## config.mk

```make
export PLATFORM = sky130hd
export DESIGN_NAME = axis_lutram_fifo
export DESIGN_NICKNAME = d
export VERILOG_FILES = /design/src/rtl/axis_cpu_pkg.sv /design/src/rtl/fifo_ptr.sv /design/src/rtl/sdp_lut_ram.sv /design/src/rtl/axis_lutram_fifo.sv
export SDC_FILE = /design/constraint.sdc
export NUM_CORES = 1
export LEC_CHECK = 0
export BUFFER_PORTS_ARGS = -buffer_cell sky130_fd_sc_hd__buf_2
export CAP_MARGIN = 25
export CORE_AREA = 5 5 231 233
export CTS_BUF_LIST = sky130_fd_sc_hd__clkbuf_8
export DETAILED_ROUTE_END_ITERATION = 8
export DIE_AREA = 0 0 236 238
export SETUP_SLACK_MARGIN = 0.2
export SYNTH_ARGS = -nofsm -noshare
export SYNTH_HDL_FRONTEND = slang
export SYNTH_HIERARCHICAL = 1
export SYNTH_SLANG_ARGS = --single-unit
```

## constraint.sdc

```tcl
create_clock -name clk -period 13.1 [get_ports clk]
set_input_delay 2.62 -clock clk [delete_from_list [all_inputs] [get_ports clk]]
set_output_delay 2.62 -clock clk [all_outputs]
set_load 0.05 [all_outputs]
```

## src/rtl/axis_cpu_pkg.sv

```systemverilog
// Shared constants and types for the axis_cpu datapath FIFOs.
package axis_cpu_pkg;

  localparam int unsigned AxisDataWidth = 32;
  localparam int unsigned FifoAddrWidth = 4;

  function automatic int unsigned fifo_depth(input int unsigned addr_width);
    return 32'd1 << addr_width;
  endfunction

  // One extra pointer bit distinguishes full from empty.
  function automatic int unsigned fifo_ptr_width(input int unsigned addr_width);
    return addr_width + 32'd1;
  endfunction

  typedef struct packed {
    logic [AxisDataWidth-1:0] data;
    logic                     valid;
  } axis_beat_t;

endpackage

```

## src/rtl/fifo_ptr.sv

```systemverilog
// Wrap-bit FIFO pointer: increments modulo 2**Width on inc_i, synchronous clear.
module fifo_ptr #(
  parameter int unsigned Width = 5
) (
  input  logic             clk_i,
  input  logic             rst_ni,
  input  logic             inc_i,
  output logic [Width-1:0] ptr_o
);

  logic [Width-1:0] ptr_q;

  always_ff @(posedge clk_i) begin
    if (!rst_ni) begin
      ptr_q <= '0;
    end else if (inc_i) begin
      ptr_q <= ptr_q + {{(Width-1){1'b0}}, 1'b1};
    end
  end

  assign ptr_o = ptr_q;

endmodule

```

## src/rtl/sdp_lut_ram.sv

```systemverilog
// Simple-dual-port LUTRAM: synchronous write, asynchronous read, no reset.
module sdp_lut_ram
  import axis_cpu_pkg::*;
#(
  parameter int unsigned DATA_WIDTH = 32,
  parameter int unsigned ADDR_WIDTH = 4
) (
  input  logic                  clk_i,
  input  logic                  wr_en_i,
  input  logic [ADDR_WIDTH-1:0] wr_addr_i,
  input  logic [DATA_WIDTH-1:0] wr_data_i,
  input  logic [ADDR_WIDTH-1:0] rd_addr_i,
  output logic [DATA_WIDTH-1:0] rd_data_o
);

  localparam int unsigned Depth = fifo_depth(ADDR_WIDTH);

  logic [DATA_WIDTH-1:0] mem_q [Depth];

  always_ff @(posedge clk_i) begin
    if (wr_en_i) begin
      mem_q[wr_addr_i] <= wr_data_i;
    end
  end

  assign rd_data_o = mem_q[rd_addr_i];

endmodule

```

## src/rtl/axis_lutram_fifo.sv

```systemverilog
// AXI-Stream FWFT FIFO over an SDP LUTRAM. Define AXIS_LUTRAM_FIFO_OREG_EN to add a
// registered output stage (capacity DEPTH+1, push->m_tvalid latency 2).
module axis_lutram_fifo
  import axis_cpu_pkg::*;
#(
  parameter int unsigned DATA_WIDTH = 32,
  parameter int unsigned ADDR_WIDTH = 4
) (
  input  logic                  clk,
  input  logic                  rst_n,
  input  logic [DATA_WIDTH-1:0] s_tdata,
  input  logic                  s_tvalid,
  output logic                  s_tready,
  output logic [DATA_WIDTH-1:0] m_tdata,
  output logic                  m_tvalid,
  input  logic                  m_tready,
  output logic [ADDR_WIDTH:0]   count
);

  localparam int unsigned PtrWidth = fifo_ptr_width(ADDR_WIDTH);

  logic [PtrWidth-1:0]   wr_ptr;
  logic [PtrWidth-1:0]   rd_ptr;
  logic [DATA_WIDTH-1:0] ram_rd_data;
  logic [ADDR_WIDTH:0]   count_q;
  logic                  ram_empty;
  logic                  ram_full;
  logic                  push;
  logic                  pop;
  logic                  ram_rd;

  assign ram_empty = (wr_ptr == rd_ptr);
  assign ram_full  = (wr_ptr[PtrWidth-1] != rd_ptr[PtrWidth-1]) &&
                     (wr_ptr[ADDR_WIDTH-1:0] == rd_ptr[ADDR_WIDTH-1:0]);

  assign s_tready = ~ram_full & rst_n;
  assign push     = s_tvalid & s_tready;
  assign pop      = m_tvalid & m_tready;

`ifdef AXIS_LUTRAM_FIFO_OREG_EN
  logic                  out_valid_q;
  logic [DATA_WIDTH-1:0] out_data_q;

  // Refill the output register whenever it is empty or being drained.
  assign ram_rd = (~out_valid_q | pop) & ~ram_empty;

  always_ff @(posedge clk) begin
    if (!rst_n) begin
      out_valid_q <= 1'b0;
    end else if (ram_rd) begin
      out_valid_q <= 1'b1;
    end else if (pop) begin
      out_valid_q <= 1'b0;
    end
  end

  always_ff @(posedge clk) begin
    if (ram_rd) begin
      out_data_q <= ram_rd_data;
    end
  end

  assign m_tvalid = out_valid_q;
  assign m_tdata  = out_data_q;
`else
  assign ram_rd   = pop;
  assign m_tvalid = ~ram_empty;
  assign m_tdata  = ram_rd_data;
`endif

  always_ff @(posedge clk) begin
    if (!rst_n) begin
      count_q <= '0;
    end else if (push && !pop) begin
      count_q <= count_q + {{ADDR_WIDTH{1'b0}}, 1'b1};
    end else if (pop && !push) begin
      count_q <= count_q - {{ADDR_WIDTH{1'b0}}, 1'b1};
    end
  end

  assign count = count_q;

  fifo_ptr #(
    .Width (PtrWidth)
  ) u_wr_ptr (
    .clk_i  (clk),
    .rst_ni (rst_n),
    .inc_i  (push),
    .ptr_o  (wr_ptr)
  );

  fifo_ptr #(
    .Width (PtrWidth)
  ) u_rd_ptr (
    .clk_i  (clk),
    .rst_ni (rst_n),
    .inc_i  (ram_rd),
    .ptr_o  (rd_ptr)
  );

  sdp_lut_ram #(
    .DATA_WIDTH (DATA_WIDTH),
    .ADDR_WIDTH (ADDR_WIDTH)
  ) u_ram (
    .clk_i     (clk),
    .wr_en_i   (push),
    .wr_addr_i (wr_ptr[ADDR_WIDTH-1:0]),
    .wr_data_i (s_tdata),
    .rd_addr_i (rd_ptr[ADDR_WIDTH-1:0]),
    .rd_data_o (ram_rd_data)
  );

endmodule

```

==> summary.md <==
| Metric | Value |
|---|---|
| Status | finished clean |
| Area contributors post-synth | edfxtp_1 77%, mux4_2 14%, a22oi_1 2.4% |
| CTS Hold Buffers Added | 0 |
| Initial Util | 39.4% |
| IO Count | 75 |
| Dpl hpwl | 23700 um |
| Min Tclk post-route | roughly 6200 ps |
| Number of global-route vias before repair | 10167 |
| Setup TNS Final | 0 ps |
| Arrival time at the worst endpoint | between 3000 and 4000 ps |
| Relative slew slack | 37.3% |
| Pwr Density | 158 nW/um^2 |
| Ys Warns | 6 |
| Min-Delay Path Depth | 2 |
| Layout cells sized above 1 | 32.3% |
| Critical path launch point type | flop |
| Postcts setup bufs | 0 |
| Avg Inst Size Synth | 22.4 um^2 |
| Yosys top cell area share | 76.6% |
| Worst Hold Class | reg -> reg |
| Drt first pass iters | 5 |
| CP endpoint kind | output port |
| Clk_skew | roughly 23 ps |
| Nets@finish | 1087 |
| Full die area | between 50000 and 60000 um^2 |
| Pre-CTS setup slack | 7140 ps |
| Max frequency | 162 MHz |
| Critical path's slowest cell | buf_4 |
| Worst VDD drop | 0.0858 mV |
| Top post-synthesis cells by count | 512 x edfxtp_1, 128 x mux4_2, 64 x a22oi_1 |
| Largest net degree at the start of global routing | slightly above 60 |
| CTS tree | done |
| Worst skew pair latency | between 600 and 700 ps |
| Seq cells post-synth | 527 |
| R2R depth | 8 |
| Buffers on Ports | 74 |
| H-Tree Depth | 3 |
| DRC viols | 0 |
| Placed cell count | roughly 1600 |
| Final setup violation count | 0 |
| Fin. max-slew vios | 0 |
| Req. time, crit path | about 10000 ps |
| Final hold viol count | 0 |
| Core Rows | 83 |
| GRT Total Usage | between 10% and 20% |
| CTS buffer count | 87 |
| Vias | 9610 |
| Worst slew pin tran | roughly 940 ps |
| Die H | 238 um |
| CP bufs+invs | 3 |
| Root buf cell | clkbuf_8 |
| Worst-path clk slew | 60 ps |
| Std-Cell Core Area | ~51000 um^2 |
| Unrepaired setup endpoints after global routing | no |
| Post-CTS Resized | 0 |
| Critical path's largest stage delay | 770 ps |
| Layout Cells excl Fill | 1800 |
| Max_cap viols | 0 |
| Initial antenna violation count | 6 |
| Setup Crit Path Kind | reg -> out |
| Leak pwr | 0.00737 uW |
| DRT antenna net count | 0 |
| Main flop type after synthesis | edfxtp_1 |
| Final WL | 44000 um |
| Async S/R FF share, synth | 0% |
| DR iter-0 viols | 746 |
| Sink Count | 527 |
| Tot Pwr | about 3600 uW |
| CP delay by family, top | buffers and inverters |
| Post-synthesis sequential area ratio | 78.1% |
| Syn Inst Count | ~900 |
| Overflow after GRT | 0 |
| Synth Net Count | 941 |
| First-pass GRT wire length | 65300 um |
| Yosys cell types | 35 |
| Maximum buffer depth of the clock tree | 3 |
| Die X | 236 um |
| Worst Slack Setup Final | 6910 ps |
| Final Util | 45.3% |
| Most common cell in the netlist | edfxtp_1 |
| Post-synth top area cell | edfxtp_1 |
| Area Growth Syn to Fin | 15.2% |
| Crit-path max FO | 45 |
| Post-synth EDFFs | 512 |
| CP Depth | 6 |
| Gpl congestion | 0.711 |
| Via/cell ratio | 5.34 |
| Period utilisation layout | 47.3% |
| Mapped Area | between 20000 and 25000 um^2 |
| Routed len/inst | 24.4 um |
| Critical path, cell by cell | buf_16 -> buf_4 -> mux4_2 -> a22oi_1 -> nand2_1 -> buf_2 |
-- cells by family after synthesis --
kind of cell	synth area share [%]
xor gates and xnor gates	0.393
buffers and inverters	1.27
DFF	78.1
and+or+nand+nor	2.31
AOI/OAI and AO/OA	2.72
muxes	14.8
adders and majority gates	0.474
-- sequential cells by signal (all words and copies together), names as in the netlist --
register	flops
count	5
u_ram/mem_q	512
u_wr_ptr/ptr_o	5
u_rd_ptr/ptr_o	5
-- power breakdown --
group	switching (uW)	total, uW	internal (uW)
sequential	14.4	1880	1860
combinational	233	395	162
clock	643	1370	728
-- layout make-up --
type                       instances  area [um^2]
tap                              680          851
timing repair buffer             103          632
clock inverter                    73          444
fill                            4312        27900
inverter                           3         11.3
sequential                       527        15700
clock buffer                      88         1210
multi-input combinational        322         4280
antenna                            4         10.0
-- per-layer routing --
metal | GRT usage [%] | vias up | wire length, um
met1 | 21.2 | 5192 | 19100
met2 | 25.5 | 228 | 21900
met5 | 0 | - | 24
li1 | - | 4117 | -
met4 | 4.35 | 4 | 773
met3 | 3.91 | 69 | 2180
-- path summary, 6_finish.rpt --
check / startpoint / end / slack, ps
worst max-delay path: u_rd_ptr/ptr_o[0]$_SDFFE_PN0P_ / m_tdata[29] / 6910
worst min-delay path: count[4]$_SDFFE_PN0P_ / count[4]$_SDFFE_PN0P_ / 470
worst max register to register: u_rd_ptr/ptr_o[1]$_SDFFE_PN0P_ / u_ram/mem_q[14][3]$_DFFE_PP_ / 8640
worst min register to register: count[4]$_SDFFE_PN0P_ / count[4]$_SDFFE_PN0P_ / 470
-- through the flow --
stage / instance area, um^2 / hold WS [ps]
2_1_floorplan: 20100 / 457
3_3_place_gp: 21400 / 458
3_5_place_dp: 21400 / 473
4_1_cts: 23100 / 484
5_1_grt: 23100 / 501
6_report: 23100 / 471
-- tightest hold or removal path: cells and delay by family (launching register included) --
kind,cells,cell delay (ps)
flip-flops,1,310
multiplexers,1,60
AND/OR/NAND/NOR,1,50
-- cells in the final DEF (no fill, tap or decap), types with 2 or more instances in the layout --
cell type	instances
edfxtp_1	512
mux4_2	128
clkbuf_8	88
buf_2	74
a22oi_1	64
nand2_1	41
inv_1	34
buf_4	26
clkinv_1	24
dfxtp_1	13
nor2_4	13
nand2b_1	8
mux2i_1	8
clkinv_2	7
ha_1	6
xor2_1	5
nor2_1	5
bufinv_16	5
diode_2	4
and2_1	4
nand3_1	4
a21oi_1	4
xnor2_1	4
nand3b_1	4
nor3_2	4
nand4_1	4
inv_6	3
clkinvlp_4	2
nor2b_4	2
buf_16	2
a21bo_1	2
dfxtp_4	2
Power figures use the tool's default switching activity.
